`src/rtl/toy_sa_skew_ctrl.sv`:
```
// Feed/drain controller for a ROWS x DW systolic array: broadcasts weights in LOAD,
// applies a diagonal input skew in COMPUTE and re-aligns the skewed array results.
module toy_sa_skew_ctrl #(
    parameter int ROWS  = 8,
    parameter int DW    = 32,
    parameter int LEN_W = 8
) (
    input  logic               clk,
    input  logic               rst_n,
    input  logic               cmd_valid,
    output logic               cmd_ready,
    input  logic               cmd_mode,
    input  logic [LEN_W-1:0]   cmd_len,
    input  logic               vec_valid,
    output logic               vec_ready,
    input  logic [ROWS*DW-1:0] vec_data,
    output logic [ROWS*DW-1:0] sa_din,
    output logic [ROWS-1:0]    sa_load_en,
    output logic [ROWS-1:0]    sa_shift_en,
    input  logic [ROWS*DW-1:0] sa_dout,
    input  logic [ROWS-1:0]    sa_dout_en,
    output logic               res_valid,
    output logic [ROWS*DW-1:0] res_data,
    output logic               busy,
    output logic               done,
    output logic               err
);

    // state   | meaning
    // S_IDLE  | waiting for a command
    // S_LOAD  | broadcasting weight vectors with sa_load_en
    // S_FEED  | accepting input vectors into the diagonal skew
    // S_FLUSH | skew draining, waiting for all results to return
    typedef enum logic [1:0] {S_IDLE, S_LOAD, S_FEED, S_FLUSH} state_t;

    state_t             state_q, state_d;
    logic [LEN_W-1:0]   len_q, len_d, n_iss_q, n_iss_d, n_res_q, n_res_d, iss_inc;
    logic               cmd_ready_q, cmd_ready_d, vec_ready_q, vec_ready_d;
    logic               busy_q, busy_d, done_q, done_d, err_q, err_d;
    logic               res_valid_q, res_valid_d;
    logic [ROWS*DW-1:0] res_data_q, res_data_d, sa_din_q, sa_din_d;
    logic [ROWS-1:0]    sa_load_en_q, sa_load_en_d, sa_shift_en_q, sa_shift_en_d;

    logic               cmd_acc, vec_acc, load_acc, feed_acc;
    logic               in_cmp, fire, partial, skew_empty;
    logic [ROWS-1:0]    src_v, pipe_busy, al_en;
    logic [ROWS*DW-1:0] src_d, al_dat;

    assign cmd_acc  = cmd_valid & cmd_ready_q;
    assign vec_acc  = vec_valid & vec_ready_q;
    assign load_acc = vec_acc & (state_q == S_LOAD);
    assign feed_acc = vec_acc & (state_q == S_FEED);
    assign iss_inc  = n_iss_q + LEN_W'(1);

    assign src_v[0]        = feed_acc;
    assign src_d[DW-1:0]   = vec_data[DW-1:0];
    assign pipe_busy[0]    = 1'b0;

    // Row r gets r extra delay stages ahead of its output register.
    for (genvar r = 1; r < ROWS; r++) begin : g_skew
        logic [r-1:0]    sv_q, sv_d;
        logic [r*DW-1:0] sd_q, sd_d;
        always_comb begin
            sv_d = sv_q;
            sd_d = sd_q;
            sv_d[0]      = feed_acc;
            sd_d[DW-1:0] = vec_data[r*DW +: DW];
            for (int k = 1; k < r; k++) begin
                sv_d[k]         = sv_q[k-1];
                sd_d[k*DW +: DW] = sd_q[(k-1)*DW +: DW];
            end
        end
        always_ff @(posedge clk or negedge rst_n) begin
            if (!rst_n) begin
                sv_q <= '0;
                sd_q <= '0;
            end else begin
                sv_q <= sv_d;
                sd_q <= sd_d;
            end
        end
        assign src_v[r]          = sv_q[r-1];
        assign src_d[r*DW +: DW] = sd_q[(r-1)*DW +: DW];
        assign pipe_busy[r]      = |sv_q;
    end

    // Row r result is delayed ROWS-1-r cycles so all rows of one vector line up.
    for (genvar r = 0; r < ROWS; r++) begin : g_deskew
        localparam int D = ROWS - 1 - r;
        if (D == 0) begin : g_direct
            assign al_en[r]           = sa_dout_en[r];
            assign al_dat[r*DW +: DW] = sa_dout[r*DW +: DW];
        end else begin : g_delay
            logic [D-1:0]    en_q, en_d;
            logic [D*DW-1:0] dat_q, dat_d;
            always_comb begin
                en_d = en_q;
                dat_d = dat_q;
                en_d[0]       = sa_dout_en[r];
                dat_d[DW-1:0] = sa_dout[r*DW +: DW];
                for (int k = 1; k < D; k++) begin
                    en_d[k]           = en_q[k-1];
                    dat_d[k*DW +: DW] = dat_q[(k-1)*DW +: DW];
                end
            end
            always_ff @(posedge clk or negedge rst_n) begin
                if (!rst_n) begin
                    en_q  <= '0;
                    dat_q <= '0;
                end else begin
                    en_q  <= en_d;
                    dat_q <= dat_d;
                end
            end
            assign al_en[r]           = en_q[D-1];
            assign al_dat[r*DW +: DW] = dat_q[(D-1)*DW +: DW];
        end
    end

    assign in_cmp     = (state_q == S_FEED) || (state_q == S_FLUSH);
    assign fire       = in_cmp & (&al_en);
    assign partial    = (|al_en) & ~(&al_en);
    assign skew_empty = ~(|pipe_busy) & ~(|sa_shift_en_q);

    always_comb begin
        state_d = state_q;
        len_d   = len_q;
        n_iss_d = n_iss_q;
        n_res_d = fire ? n_res_q + LEN_W'(1) : n_res_q;
        done_d  = 1'b0;
        case (state_q)
            S_IDLE: if (cmd_acc) begin
                len_d   = cmd_len;
                n_iss_d = '0;
                n_res_d = '0;
                if (cmd_len == '0) done_d = 1'b1;
                else state_d = cmd_mode ? S_FEED : S_LOAD;
            end
            S_LOAD: begin
                if (load_acc) n_iss_d = iss_inc;
                if (n_iss_q == len_q) begin
                    state_d = S_IDLE;
                    done_d  = 1'b1;
                end
            end
            S_FEED: if (feed_acc) begin
                n_iss_d = iss_inc;
                if (iss_inc == len_q) state_d = S_FLUSH;
            end
            S_FLUSH: if (skew_empty && (n_res_q == len_q)) begin
                state_d = S_IDLE;
                done_d  = 1'b1;
            end
            default: state_d = S_IDLE;
        endcase

        cmd_ready_d = (state_d == S_IDLE);
        busy_d      = (state_d != S_IDLE);
        vec_ready_d = ((state_d == S_LOAD) || (state_d == S_FEED)) && (n_iss_d < len_d);

        sa_load_en_d  = {ROWS{load_acc}};
        sa_shift_en_d = src_v;
        sa_din_d      = load_acc ? vec_data : sa_din_q;
        for (int r = 0; r < ROWS; r++) begin
            if (src_v[r]) sa_din_d[r*DW +: DW] = src_d[r*DW +: DW];
        end

        res_valid_d = fire;
        res_data_d  = fire ? al_dat : res_data_q;
        err_d       = err_q | partial | (~in_cmp & (|sa_dout_en));
    end

    always_ff @(posedge clk or negedge rst_n) begin
        if (!rst_n) begin
            state_q       <= S_IDLE;
            len_q         <= '0;
            n_iss_q       <= '0;
            n_res_q       <= '0;
            cmd_ready_q   <= 1'b0;
            vec_ready_q   <= 1'b0;
            busy_q        <= 1'b0;
            done_q        <= 1'b0;
            err_q         <= 1'b0;
            res_valid_q   <= 1'b0;
            res_data_q    <= '0;
            sa_din_q      <= '0;
            sa_load_en_q  <= '0;
            sa_shift_en_q <= '0;
        end else begin
            state_q       <= state_d;
            len_q         <= len_d;
            n_iss_q       <= n_iss_d;
            n_res_q       <= n_res_d;
            cmd_ready_q   <= cmd_ready_d;
            vec_ready_q   <= vec_ready_d;
            busy_q        <= busy_d;
            done_q        <= done_d;
            err_q         <= err_d;
            res_valid_q   <= res_valid_d;
            res_data_q    <= res_data_d;
            sa_din_q      <= sa_din_d;
            sa_load_en_q  <= sa_load_en_d;
            sa_shift_en_q <= sa_shift_en_d;
        end
    end

    assign cmd_ready   = cmd_ready_q;
    assign vec_ready   = vec_ready_q;
    assign busy        = busy_q;
    assign done        = done_q;
    assign err         = err_q;
    assign res_valid   = res_valid_q;
    assign res_data    = res_data_q;
    assign sa_din      = sa_din_q;
    assign sa_load_en  = sa_load_en_q;
    assign sa_shift_en = sa_shift_en_q;

endmodule

```
`config.mk`:
```
export PLATFORM = sky130hd
export DESIGN_NAME = toy_sa_skew_ctrl
export DESIGN_NICKNAME = d
export VERILOG_FILES = /design/src/rtl/toy_sa_skew_ctrl.sv
export SDC_FILE = /design/constraint.sdc
export NUM_CORES = 2
export LEC_CHECK = 0
export CAP_MARGIN = 0
export CORE_AREA = 2 2 418 420
export DETAILED_ROUTE_END_ITERATION = 6
export DIE_AREA = 0 0 420 422
export PLACE_DENSITY_LB_ADDON = 0.08
export SYNTH_ARGS = -nofsm -noshare
export SYNTH_HDL_FRONTEND = slang
export SYNTH_SLANG_ARGS = --single-unit
export TNS_END_PERCENT = 10
```
`constraint.sdc`:
```
create_clock -name clk -period 6 [get_ports clk]
set_input_delay 1.2 -clock clk [delete_from_list [all_inputs] [get_ports clk]]
set_output_delay 1.2 -clock clk [all_outputs]
set_load 0.01 [all_outputs]
```
# Yosys cells after proc, flatten, opt, wreduce, memory -nomap -nowiden
# Index checks and enable logic that the tools add are counted.
# Widths: inputs -> output; s select.
[totals]
reg_bits = 2401
output_inout_bits = 534
word_cells = 126
[classes]
addsub = 2
n_lt_le_gt_ge = 1
n_eq_ne = 8
n_mux = 31
n_bitwise = 14
n_reduce_logical = 21
[op_table]
columns = ["op", "count"]
rows = [
  ["$mux 256", 1],
  ["$mux 32", 8],
  ["$mux 8", 8],
  ["$reduce_or 28->1", 1],
  ["$eq 8x8->1", 3],
  ["$pmux 8 s3", 1],
  ["$reduce_or 8->1", 3],
  ["$reduce_bool 2->1", 9],
  ["$add 8x1->8 const B", 2],
  ["$mux 2", 7],
  ["$and 1x1->1", 8],
  ["$logic_not 8->1", 1],
  ["$lt 8x8->1", 1],
  ["$pmux 2 s4", 1],
  ["$reduce_and 8->1", 1],
  ["$eq 2x2->1 const B", 3],
  ["$eq 2x1->1 const B", 2],
  ["$logic_not 2->1", 2],
  ["$mux 1", 4],
  ["$not 1->1", 4],
  ["$pmux 1 s3", 1],
  ["$logic_and 1x1->1", 2],
  ["$logic_or 1x1->1", 2],
  ["$or 1x1->1", 2],
]

# Longest topological paths before layout
[logic_depth]
depth_word = 9
mapped_depth = 12

# Worst setup path after synthesis
# OpenSTA, ideal clock, no wires.
[synth_path]
kind = "in2reg"
start = "input port vec_valid"
end = "register vec_ready_q (netlist: vec_ready)"
setup_time_ns = 0.082
arrival_time_ns = 2.777
t_required_ns = 5.918
slack_ns = 3.141
stages = 10
path_buffers = 0
path_cell_list = "nand2_1 > or2_0 > nor3_1 > mux2i_1 > ha_1 > a21oi_1 > nor2b_1 > o21ai_0 > nand4b_1 > a31oi_1"
[synth_between]
word_cells_on_any_way = 13
cone_classes = "1 x order compare; 2 x eq/ne; 5 x mux; 3 x bitwise; 2 x reduce/logical"
[synth_lines]
columns = ["element", "line", "source"]
rows = [
  ["from (decl)", "14", "input logic vec_valid,"],
  ["$and 1x1->1 *", "50", "assign vec_acc = vec_valid & vec_ready_q;"],
  ["$and 1x1->1, on equally long branches", "52, 51", ""],
  ["$mux 8, on equally long branches", "146, 140", ""],
  ["$pmux 8 s3 *", "131", "case (state_q)"],
  ["via n_iss_d[5]", "37", "logic [LEN_W-1:0] len_q, len_d, n_iss_q, n_iss_d, n_res_q, n_res_d, iss_inc;"],
  ["$lt 8x8->1 *", "159", "vec_ready_d = ((state_d == S_LOAD) || (state_d == S_FEED)) && (n_iss_d < len_d);"],
  ["$logic_and 1x1->1 *", "159", ""],
  ["via vec_ready_d", "38", "logic cmd_ready_q, cmd_ready_d, vec_ready_q, vec_ready_d;"],
  ["to (signal assigned)", "195", "vec_ready_q <= vec_ready_d;"],
  ["to (decl)", "38", ""],
]
# The timed path passes the listed nets; every way through them passes the cells marked *.
# A chain may end at the register's enable or synchronous reset.

# Final worst setup path
[layout_path]
start = "register sa_shift_en_q[3] (netlist: sa_shift_en[3])"
end = "output port sa_shift_en[3]"
[layout_lines]
columns = ["element", "line", "source"]
rows = [
  ["from (decl)", "42", "logic [ROWS-1:0] sa_load_en_q, sa_load_en_d, sa_shift_en_q, sa_shift_en_d;"],
  ["from (signal assigned)", "203", "sa_shift_en_q <= sa_shift_en_d;"],
  ["to (decl)", "19", "output logic [ROWS-1:0] sa_shift_en,"],
]
# No word-level cell between the ends.

==> reports/qor.yml <==
synth_seq_cells: 2373
cts_sinks: 2373
clockBufferDepth: 3
synth_top_cell_by_area: "dfrtp_1"
synth.avg_cell_area_um2: 18.5
rsz0062_at_grt: "no"
die_h_um: 422
hold_buffers: 0
post_dp_cell_area_um2: 82400
worstPathArrival_ns: 2.63
syn_to_final_growth_pct: 31.2
synthMuxAreaShare_pct: 7.51
powerDensity_nw_per_um2: 435
grt_max_degree: 185
ys_seq_area_share_pct: 86.3
layout-drive-gt1-share_pct: 13.8
synth_top_family_by_area: "multiplexers"
slowest_stage: "clkdlybuf4s50_1"
ctsResizeCount: 0
drcViolationCount: 0
synth.area.top_cells: "dfrtp_1 86%, mux2_2 4.2%, mux2i_1 3.3%"
clock_skew_ns: 0.0299
status: "completed"
syn_nets: 4257
cpPeakStageDelay_ns: 0.73
port_buffers: 1066
clk_latency_ns: 0.84
startpoint_type: "flip-flop"
routed_wl_mm: 159
ys_types: 47
finalNetCount: 5480
synth-xor-area-share_pct: 0.356
finalHoldViolations: 0
synth-adder-area-share_pct: 0.200
period_needed_ns: 3.83
synth_top_cell_area_share_pct: 86.3
gp_congestion: 0.799
fin_crit_sh_pct: 63.8
grt_pass1_wl_mm: 237
post_cts_buffers: 0
setup_tns_ns: 0
pin_count: 1067
ant_nets: 0
synth_edf_count: 0
cts_buffers: 229
cp-end-kind: "output pin"
synth_compound_area_share_pct: 1.92
fin_cells: 7466
synth_area_um2: 68800
place_inst: 7030
slew_viol_final: 0
setup_viol: 0
synthSimpleGateAreaFrac_pct: 2.55
cts_root_buf: "clkbuf_16"
ir_worst_vdd_mv: 0.253
cap_violations: 0
worstSetupPathType: "flip-flop to output pin"
wl_per_cell_um: 21.3
coreArea_um2: 173000
relSlewSlack_pct: 28.4
drtIter0Drc: 1993
synth-main-ff-cell: "dfrtp_1"
num_rows: 153
synthArstFlopShare_pct: 100
hold_path_class: "flip-flop to flip-flop"
cp.required_ns: 4.80
drt_first_pass_iters: 4
ys_warn_count: 0
avgViaCountPerCell: 4.49
grt_pass1_vias: 35168
path_cells: "buf_4 -> clkdlybuf4s50_1"
final_area_um2: 90200
htree_num_levels: 4
synth_cells: 3713
tightest_slew_ns: 1.06
p_leak_uw: 0.0414
grt.overflow.total: 0
cts_tree: "yes"
vias: 33557
holdWs_ns: 0.316
clock.fmax_mhz: 261
cts.clk_slew.worst_paths_ns: 0.06
grt_use_total_pct: 18.2
hpwl_mm: 109
die_area_um2: 177000
start_util_pct: 39.8
cp_max_fo: 66
die_w_um: 420
antenna_found_initial: 71
## through the flow
step	total power (uW)	util, %	setup WS, ns
after global routing	41200	52.2	2.01
after floorplan	21000	-	3.14
after detailed placement	25000	47.6	1.73
final	39300	52.2	2.17
after CTS	39900	52.2	2.00
after global placement	24900	47.6	1.72
## power breakdown
| group | switching (uW) | internal, uW |
|---|---|---|
| sequential | 933 | 17700 |
| combinational | 2990 | 2990 |
| clock | 5970 | 8690 |
| total | 9890 | 29400 |
## worst max-delay path, delay by kind of cell, from the launching register on
family                 cells  cell delay, ns
DFF                        1            0.39
buffers and inverters      2            1.37
## sequential cells by signal, indices dropped and copies added, names as in the netlist, 2 cells and up
signal                  flops
n_iss_q                     8
state_q                     2
g_deskew.g_delay.en_q      28
sa_din                    256
sa_shift_en                 8
g_skew.sd_q               896
res_data                  256
len_q                       8
n_res_q                     8
g_deskew.g_delay.dat_q    896
## cells in the mapped netlist, types with 7 or more instances
cell type / instances
a21oi_1: 7
and2_1: 9
inv_1: 11
mux2_2: 257
mux2i_1: 227
xnor2_1: 18
nand4_1: 9
o21ai_1: 143
buf_6: 17
nor4_1: 9
buf_4: 28
dfrtp_1: 2373
xor2_1: 10
nand3_1: 7
buf_2: 23
nand2_1: 348
nor3_1: 7
o21ai_0: 89
clkbuf_1: 57
ha_1: 11
nor2_1: 16
## cell type report
| cell class | count | area [um2] |
|---|---|---|
| well taps | 2325 | 2910 |
| clock inverters | 82 | 1030 |
| inverters | 12 | 45.0 |
| flip-flops and latches | 2373 | 59400 |
| diodes | 16 | 40.0 |
| clock buffers | 338 | 6800 |
| multi-input cells | 1201 | 8650 |
| repair buffers | 1119 | 11400 |
| fillers | 14198 | 82600 |
## final timing paths
kind	start	to	slack (ns)	cells after the start
hold / removal	g_deskew[4].g_delay.dat_q[51]$_DFF_PN0_	g_deskew[4].g_delay.dat_q[83]$_DFF_PN0_	0.32	0
setup reg to reg	sa_shift_en[4]$_DFF_PN0_	vec_ready$_DFF_PN0_	2.61	8
hold reg to reg	g_deskew[4].g_delay.dat_q[51]$_DFF_PN0_	g_deskew[4].g_delay.dat_q[83]$_DFF_PN0_	0.32	0
min in group asynchronous	rst_n	g_deskew[0].g_delay.dat_q[16]$_DFF_PN0_	0.33	1
max in group asynchronous	rst_n	g_deskew[3].g_delay.dat_q[109]$_DFF_PN0_	4.06	2
setup / recovery	sa_shift_en[3]$_DFF_PN0_	sa_shift_en[3]	2.17	2
## cell usage in the layout, fill, tap and decap left out, types with 23 or more instances in the layout
cell type	netlist	routed
dfrtp_1	2373	2366
clkdlybuf4s50_1	0	1065
nand2_1	348	348
mux2_2	257	257
clkbuf_16	0	232
mux2i_1	227	227
o21ai_1	143	143
o21ai_0	89	89
clkbuf_8	0	60
clkbuf_1	57	46
clkinv_2	0	40
buf_4	28	30
buf_12	0	23
## layer usage
metal	vias up	share of wire, %	GRT usage, %
met5	-	0.12	0
met4	28	3.1	6.08
met3	361	6.6	5.22
met2	932	50	30.3
met1	17574	40	22.8
li1	14662	-	-
## cells by family after synthesis
family,Yosys count
multiplexers,484
flip-flops,2373
buffers and inverters,139
XOR/XNOR,28
AO/OA/AOI/OAI,254
AND/OR/NAND/NOR,424
adder cells (fa/ha/maj),11
(Power assumes the default switching activity.)
